<file path="config.mk">
export PLATFORM = sky130hd
export DESIGN_NAME = uart_rx
export DESIGN_NICKNAME = d
export VERILOG_FILES = /design/src/rtl/uart_pkg.sv /design/src/rtl/uart_sync2.sv /design/src/rtl/uart_rx.sv
export SDC_FILE = /design/constraint.sdc
export NUM_CORES = 1
export LEC_CHECK = 0
export ABC_AREA = 1
export CAP_MARGIN = 40
export CORE_UTILIZATION = 62
export CTS_BUF_LIST = sky130_fd_sc_hd__clkbuf_4 sky130_fd_sc_hd__clkbuf_8 sky130_fd_sc_hd__clkbuf_16
export DETAILED_ROUTE_END_ITERATION = 8
export DONT_BUFFER_PORTS = 1
export GPL_TIMING_DRIVEN = 1
export PLACE_DENSITY = 0.88
export SLEW_MARGIN = 30
export SYNTH_ARGS = -nofsm -noshare
export SYNTH_HDL_FRONTEND = slang
export SYNTH_SLANG_ARGS = --single-unit
</file>
<file path="constraint.sdc">
create_clock -name clk -period 1.5 [get_ports clk]
set_input_delay 0.225 -clock clk [delete_from_list [all_inputs] [get_ports clk]]
set_output_delay 0.225 -clock clk [all_outputs]
set_load 0.03 [all_outputs]
</file>
<file path="src/rtl/uart_pkg.sv">
// Shared types and helpers for the UART receive path.
//   uart_rx_state_e : receiver FSM states
//   UART_OVERSAMPLE : default rx_tick strobes per bit period
//   uart_parity_f   : XOR-reduce of up to 8 data bits (1 = odd number of ones)
package uart_pkg;

  typedef enum logic [2:0] {
    IDLE,
    START,
    DATA,
    PARITY,
    STOP
  } uart_rx_state_e;

  localparam int UART_OVERSAMPLE = 16;

  // Narrower words are zero-extended by the caller, which leaves the result unchanged.
  function automatic logic uart_parity_f(input logic [7:0] d);
    return ^d;
  endfunction

endpackage

</file>
<file path="src/rtl/uart_sync2.sv">
// Two-flop synchronizer for a single asynchronous input.
//   clk, rst : clock, async active-high reset (both flops load RST_VAL)
//   d        : asynchronous input
//   q        : synchronized output, 2 clk cycles behind d
module uart_sync2 #(
  parameter logic RST_VAL = 1'b1
) (
  input  logic clk,
  input  logic rst,
  input  logic d,
  output logic q
);

  logic meta;

  always_ff @(posedge clk or posedge rst) begin
    if (rst) begin
      meta <= RST_VAL;
      q    <= RST_VAL;
    end else begin
      meta <= d;
      q    <= meta;
    end
  end

endmodule

</file>
<file path="src/rtl/uart_rx.sv">
// UART serial receiver driven by an OVERSAMPLE x baud strobe.
// Finds the start bit, samples each bit at its centre and checks the stop bit.
// It also checks parity when the design is built with UART_RX_PARITY_EN.
// Each good word goes into a single-entry valid/ready holding register.
//   clk, rst   : clock, async active-high reset
//   rx_tick    : one-clk strobe at OVERSAMPLE x baud
//   rx_in      : asynchronous serial line, idles high
//   rx_data    : received word, valid while rx_valid is high
//   rx_valid   : holding register full
//   rx_ready   : host consumes the word on an edge where rx_valid && rx_ready
//   frame_err  : 1-clk pulse when the stop bit is sampled low
//   parity_err : 1-clk pulse on parity mismatch (tied 0 without UART_RX_PARITY_EN)
//   overrun    : 1-clk pulse when a good word meets a full, unconsumed holding register
//   busy       : receiver is not idle
// Build option: define UART_RX_PARITY_EN to add the parity bit and the PARITY_ODD parameter.
module uart_rx
  import uart_pkg::*;
#(
  parameter int DATA_BITS  = 8,
  parameter int OVERSAMPLE = UART_OVERSAMPLE
`ifdef UART_RX_PARITY_EN
  ,parameter bit PARITY_ODD = 1'b0
`endif
) (
  input  logic                 clk,
  input  logic                 rst,
  input  logic                 rx_tick,
  input  logic                 rx_in,
  output logic [DATA_BITS-1:0] rx_data,
  output logic                 rx_valid,
  input  logic                 rx_ready,
  output logic                 frame_err,
  output logic                 parity_err,
  output logic                 overrun,
  output logic                 busy
);

  localparam int              CW      = $clog2(OVERSAMPLE);
  localparam logic [CW-1:0]   CNT_MID = CW'(OVERSAMPLE / 2 - 1);
  localparam logic [CW-1:0]   CNT_END = CW'(OVERSAMPLE - 1);
  localparam logic [3:0]      IDX_END = 4'(DATA_BITS - 1);

  logic                 rx_s;
  uart_rx_state_e       state;
  logic [CW-1:0]        cnt;
  logic [3:0]           idx;
  logic [DATA_BITS-1:0] sh;
  logic                 par_bad;

  uart_sync2 #(.RST_VAL(1'b1)) u_sync (
    .clk (clk),
    .rst (rst),
    .d   (rx_in),
    .q   (rx_s)
  );

`ifndef UART_RX_PARITY_EN
  assign par_bad    = 1'b0;
  assign parity_err = 1'b0;
`endif

  always_ff @(posedge clk or posedge rst) begin
    if (rst) begin
      state     <= IDLE;
      cnt       <= '0;
      idx       <= '0;
      sh        <= '0;
      rx_data   <= '0;
      rx_valid  <= 1'b0;
      frame_err <= 1'b0;
      overrun   <= 1'b0;
      busy      <= 1'b0;
`ifdef UART_RX_PARITY_EN
      par_bad    <= 1'b0;
      parity_err <= 1'b0;
`endif
    end else begin
      frame_err <= 1'b0;
      overrun   <= 1'b0;
`ifdef UART_RX_PARITY_EN
      parity_err <= 1'b0;
`endif
      // Consumption clears the holding register; a load on this same edge (in STOP) wins.
      if (rx_valid && rx_ready) rx_valid <= 1'b0;

      if (rx_tick) begin
        case (state)
          IDLE: begin
            if (!rx_s) begin
              state <= START;
              cnt   <= '0;
              busy  <= 1'b1;
            end
          end
          START: begin
            if (cnt == CNT_MID) begin
              cnt <= '0;
              idx <= '0;
              if (!rx_s) begin
                state <= DATA;
              end else begin
                // Glitch shorter than half a bit: drop it silently.
                state <= IDLE;
                busy  <= 1'b0;
              end
            end else begin
              cnt <= cnt + CW'(1);
            end
          end
          DATA: begin
            if (cnt == CNT_END) begin
              cnt <= '0;
              sh  <= {rx_s, sh[DATA_BITS-1:1]};  // LSB arrives first, ends at bit 0
              idx <= idx + 4'd1;
`ifdef UART_RX_PARITY_EN
              if (idx == IDX_END) state <= PARITY;
`else
              if (idx == IDX_END) state <= STOP;
`endif
            end else begin
              cnt <= cnt + CW'(1);
            end
          end
`ifdef UART_RX_PARITY_EN
          PARITY: begin
            if (cnt == CNT_END) begin
              cnt     <= '0;
              state   <= STOP;
              par_bad <= rx_s ^ uart_parity_f(8'(sh)) ^ PARITY_ODD;
            end else begin
              cnt <= cnt + CW'(1);
            end
          end
`endif
          STOP: begin
            if (cnt == CNT_END) begin
              // Back to IDLE at mid stop bit so the next start edge can be caught early.
              cnt       <= '0;
              state     <= IDLE;
              busy      <= 1'b0;
              frame_err <= !rx_s;
`ifdef UART_RX_PARITY_EN
              parity_err <= par_bad;
`endif
              if (rx_s && !par_bad) begin
                if (!rx_valid || rx_ready) begin
                  rx_data  <= sh;
                  rx_valid <= 1'b1;
                end else begin
                  overrun <= 1'b1;
                end
              end
            end else begin
              cnt <= cnt + CW'(1);
            end
          end
          default: begin
            state <= IDLE;
            busy  <= 1'b0;
          end
        endcase
      end
    end
  end

endmodule

</file>
# [After elaboration in Yosys (flattened, before gate mapping)]
# Cells that the tools add are included.
[word_totals] register_bits=33 inputBits=5 output_inout_bits=13 wordCells=73
[classes] n_eq_ne=12 muxes=33 n_reduce_logical=14 bitwise_logic=1 add_sub_neg=2
[op_table] operator="$mux 4" count=5
[op_table] operator="$mux 1" count=18
[op_table] operator="$mux 3" count=5
[op_table] operator="$pmux 3 s4" count=1
[op_table] operator="$pmux 4 s3" count=1
[op_table] operator="$reduce_and 6->1" count=2
[op_table] operator="$ne 2x2->1 const B" count=5
[op_table] operator="$add 4x1->4 const B" count=2
[op_table] operator="$eq 4x3->1 const B" count=2
[op_table] operator="$pmux 4 s2" count=1
[op_table] operator="$reduce_and 3->1" count=2
[op_table] operator="$reduce_and 5->1" count=1
[op_table] operator="$eq 4x4->1 const B" count=1
[op_table] operator="$pmux 1 s4" count=1
[op_table] operator="$reduce_and 4->1" count=1
[op_table] operator="$eq 3x1->1 const B" count=1
[op_table] operator="$eq 3x2->1 const B" count=1
[op_table] operator="$eq 3x3->1 const B" count=1
[op_table] operator="$logic_not 3->1" count=1
[op_table] operator="$reduce_bool 3->1" count=1
[op_table] operator="$logic_not 1->1" count=2
[op_table] operator="$mux 2" count=1
[op_table] operator="$ne 2x1->1 const B" count=1
[op_table] operator="$reduce_bool 2->1" count=1
[op_table] operator="4 further kinds" count=4

# [Logic depth before layout (Yosys ltp)]
[logic_depth] word_depth=7 mapped_depth=9 ltp_nobuf=9

# [Modules after synthesis]
# Synthesis repeated with hierarchy kept, for this count alone.
[hier_totals] cells_unflattened=173 hier_area_um2=1577.8
[modules_own_cells] module="uart_rx" seq_area_each_um2=775.7 cells_each=170 area_each_um2=1521.5 n_inst=1
[modules_own_cells] module="uart_sync2" seq_area_each_um2=52.6 cells_each=3 area_each_um2=56.3 n_inst=1

# [Least setup slack after synthesis]
# OpenSTA, ideal clock, no wires.
[synth_timing] path_type="register to register" startpoint="reg cnt[0]" endpoint="reg rx_data[3]" slack_ns=0.136 synth_period_minus_slack_ns=1.364 n_path_buf=1 t_arrival_ns=1.246 setup_ns=0.119 required_time_ns=1.381 stages_incl_launch_ff=8 path_cell_list="dfrtp_1 > ha_1 > nand3_4 > nor2_4 > nand3_4 > buf_6 > nand2_1 > o21ai_2"
[synth_between] elab_chain_len=2
[synth_lines] item="start: declaration" line="uart_rx.sv:45" source="logic [CW-1:0] cnt;"
[synth_lines] item="start signal: assignment" line="uart_rx.sv:107" source="cnt <= cnt + CW'(1);"
[synth_lines] item="start signal: assignment" line="uart_rx.sv:121" source="cnt <= cnt + CW'(1);"
[synth_lines] item="start signal: assignment" line="uart_rx.sv:154" source="cnt <= cnt + CW'(1);"
[synth_lines] item="$eq 4x4->1" line="uart_rx.sv:136" source="if (cnt == CNT_END) begin"
[synth_lines] item="$reduce_and 5->1 (no source line)"
[synth_lines] item="end signal: assignment" line="uart_rx.sv:147" source="rx_data <= sh;"
[synth_lines] item="end: declaration" line="uart_rx.sv:29" source="output logic [DATA_BITS-1:0] rx_data,"
# No other way between the ends.
# A chain may end at the register's enable or synchronous reset.

# [Worst setup path in the final report]
[layout_timing] startpoint="reg state[0]" endpoint="reg rx_data[5]"
[layout_between] elab_chain_len=2
[layout_lines] item="start: declaration" line="uart_rx.sv:44" source="uart_rx_state_e state;"
[layout_lines] item="start signal: assignment" line="uart_rx.sv:64" source="state <= IDLE;"
[layout_lines] item="start signal: assignment" line="uart_rx.sv:90" source="state <= START;"
[layout_lines] item="start signal: assignment" line="uart_rx.sv:100" source="state <= DATA;"
[layout_lines] item="$eq 3x3->1" line="uart_rx.sv:87" source="case (state)"
[layout_lines] item="$reduce_and 5->1 (no source line)"
# No other way between the ends.

==> results.json <==
{
  "n_antenna_cell": 0,
  "yosysMostFrequentCell": "nand2_1",
  "finalMaxSlewViolations": 0,
  "power_uw": 2820,
  "status": "finished, final reports clean",
  "final.period_utilization_pct": 94.9,
  "first_global_vias": 1238,
  "netlist_area_sq_um": 1710,
  "cp.arrival_ps": 1660,
  "fmax_mhz": 702,
  "tritoncts": "yes",
  "yosys-top-cells-count": "nand2_1 (52), dfrtp_1 (31), inv_1 (22), o21ai_2 (14), nand3_1 (13)",
  "netlist.area_leader.share_pct": 45.3,
  "ys_ff_latch": 33,
  "grt_pass1_wl_microns": 5130,
  "die-height_microns": 54.5,
  "drt_pass1_iterations": 6,
  "drtIter0Drc": 49,
  "drc": 0,
  "via_per_inst": 5.50,
  "cts_sinks": 33,
  "die_w_microns": 54.5,
  "core_sq_um": 2540,
  "dieArea_sq_um": 2970,
  "critical_path_class": "reg -> reg",
  "synth_largest_area_cell": "dfrtp_1",
  "clk_path_buf_depth": 2,
  "start_util_pct": 67.3,
  "synth_edf_count": 0,
  "synth_fp_nets": 199,
  "ys_async_sr_fraction_pct": 100,
  "r2r_slack_ps": 80,
  "end_kind": "flip-flop",
  "p_per_area_nw_per_um2": 1510,
  "place_congestion": 0.942,
  "io_pins": 18,
  "ant_nets": 0,
  "cts-htree-levels": 2,
  "fin_skew_ps": 20.7,
  "finalHoldViolations": 0,
  "post-dp-hpwl_microns": 2150,
  "synth_flop_cell": "dfrtp_1",
  "num-nets-final": 208,
  "hp-class": "in -> reg",
  "antenna_found_initial": 0,
  "fp-row-count": 18,
  "io_buffers": 0,
  "cts-buffers-inserted": 5,
  "fin_util_pct": 73.3,
  "synth_cell_type_count": 26,
  "wl_per_cell_microns": 13.4,
  "setup_viol": 0,
  "start_kind": "flip-flop",
  "clk_pin_slew_ps": 110,
  "timing.final.crit_period_ps": 1420,
  "grt_max_degree": 34,
  "synthCells": 192,
  "ys_warn_count": 0,
  "required_ps": 1740,
  "critPathMaxFanout": 8,
  "worst_skew_pair.late_latency_ps": 350,
  "ys_top_cells_by_area": "dfrtp_1 (45%), nand2_1 (11%), o21ai_2 (7.2%), inv_1 (4.8%), nand3_1 (3.8%)",
  "drv_cap": 0,
  "finalWirelength_microns": 3110,
  "avgSynthCellArea_sq_um": 8.91,
  "area.growth.synth_to_final_pct": 8.92,
  "p_leak_uw": 0.000896,
  "cts-root-buf": "clkbuf_4",
  "grt_overflow": 0,
  "ir_drop_uv": 1390,
  "drive_above_1_share_pct": 26.2,
  "yosysSeqAreaShare_pct": 48.4,
  "vias": 1277,
  "grt_usage_pct": 24.9
}
-- layer usage --
layer,global-route usage [%],wire length (microns)
met1,30.4,1360
met2,40.2,1550
met3,6.39,164
met4,12.8,37
met5,0,0
-- kinds of logic after synthesis --
kind of cell / after synthesis / synth area share [%]
and+or+nand+nor: 97 / 29.2
DFF: 33 / 48.4
buffers and inverters: 30 / 8.33
AOI/OAI and AO/OA: 25 / 10.4
xor gates and xnor gates: 4 / 2.05
adders and majority gates: 2 / 1.46
other: 1 / 0.219
-- report_power, final --
| part | leakage, uW | internal (uW) | switching [uW] |
|---|---|---|---|
| clock | 0.0000456 | 367 | 297 |
| combinational | 0.000406 | 321 | 650 |
| sequential | 0.000444 | 991 | 196 |
| total | 0.000896 | 1680 | 1140 |
-- path summary, 6_finish.rpt --
path                                     endpoint                   from  cells after the start
max in group asynchronous   u_sync.meta$_DFF_PP1_                    rst                      3
min in group asynchronous       sh[1]$_DFFE_PP0P_                    rst                      3
max reg2reg                rx_data[5]$_DFFE_PP0P_   state[0]$_DFFE_PP0P_                      6
min                             overrun$_DFF_PP0_               rx_ready                      3
min reg2reg                    u_sync.q$_DFF_PP1_  u_sync.meta$_DFF_PP1_                      0
max                        rx_data[5]$_DFFE_PP0P_   state[0]$_DFFE_PP0P_                      6
-- sequential cells by signal, indices dropped and copies added, names as in the netlist --
| register | cells |
|---|---|
| u_sync.meta | 1 |
| rx_data | 8 |
| idx | 4 |
| u_sync.q | 1 |
| cnt | 4 |
| rx_valid | 1 |
| busy | 1 |
| sh | 8 |
| state | 3 |
| overrun | 1 |
| frame_err | 1 |
-- through the flow --
stage	setup slack [ps]	hold WS, ps	instance area [sq um]	instances	TNS (ps)
after floorplan	136	229	1710	192	0
final	76.5	60.8	1860	232	0
after detailed placement	2.00	221	1720	219	0
after global placement	96.3	216	1720	219	0
after global routing	-22.7	66.7	1860	232	-43.2
after CTS	2.44	66.1	1820	229	0
-- cells in the final DEF (no fill, tap or decap) --
cell           synthesis  layout
xor2_1                 2       2
conb_1                 1       1
buf_4                  2       4
o21ai_1                4       4
o21ai_0                5       5
ha_1                   2       1
nand2_1               52      52
clkinv_2               0       1
nand4_1                1       1
nand2_4                3       3
dfrtp_1               31      28
bufinv_16              0       1
o21ai_2               14      14
dfrtp_2                0       3
inv_1                 22      22
nor4_1                 1       1
nand3_1               13      13
nand3_2                1       1
nor2_2                 4       4
dlygate4sd3_1          0       2
nand2_2                3       3
nor2_1                12      12
ha_4                   0       1
a21oi_1                2       2
clkbuf_4               0       6
xnor2_1                2       2
nand3b_1               1       1
nor2_4                 3       3
inv_2                  3       3
nand3_4                3       4
dfstp_2                2       2
-- worst max-delay path, cell delays in order (launching register included) --
cell and delay [ps]:
dfrtp_2 490, nor2_4 190, nand2_2 80, nor2_2 230
nand3_4 160, nand2_1 110, o21ai_2 60
-- final cells by class --
class | count | area, sq um
sequential | 33 | 832
fill | 178 | 681
tap | 30 | 37.5
clock buffer | 6 | 45.0
inverter | 25 | 93.8
multi-input combinational | 130 | 771
clock inverter | 2 | 35.0
timing repair buffer | 6 | 50.0
-- repair_timing --
action                     in CTS  in global routing
hold endpoints to repair       32                  0
buffers inserted                0                  2
setup endpoints to repair       0                 28
hold buffers                    2                  0
gates resized for setup         0                  6
Power figures use the tool's default switching activity.
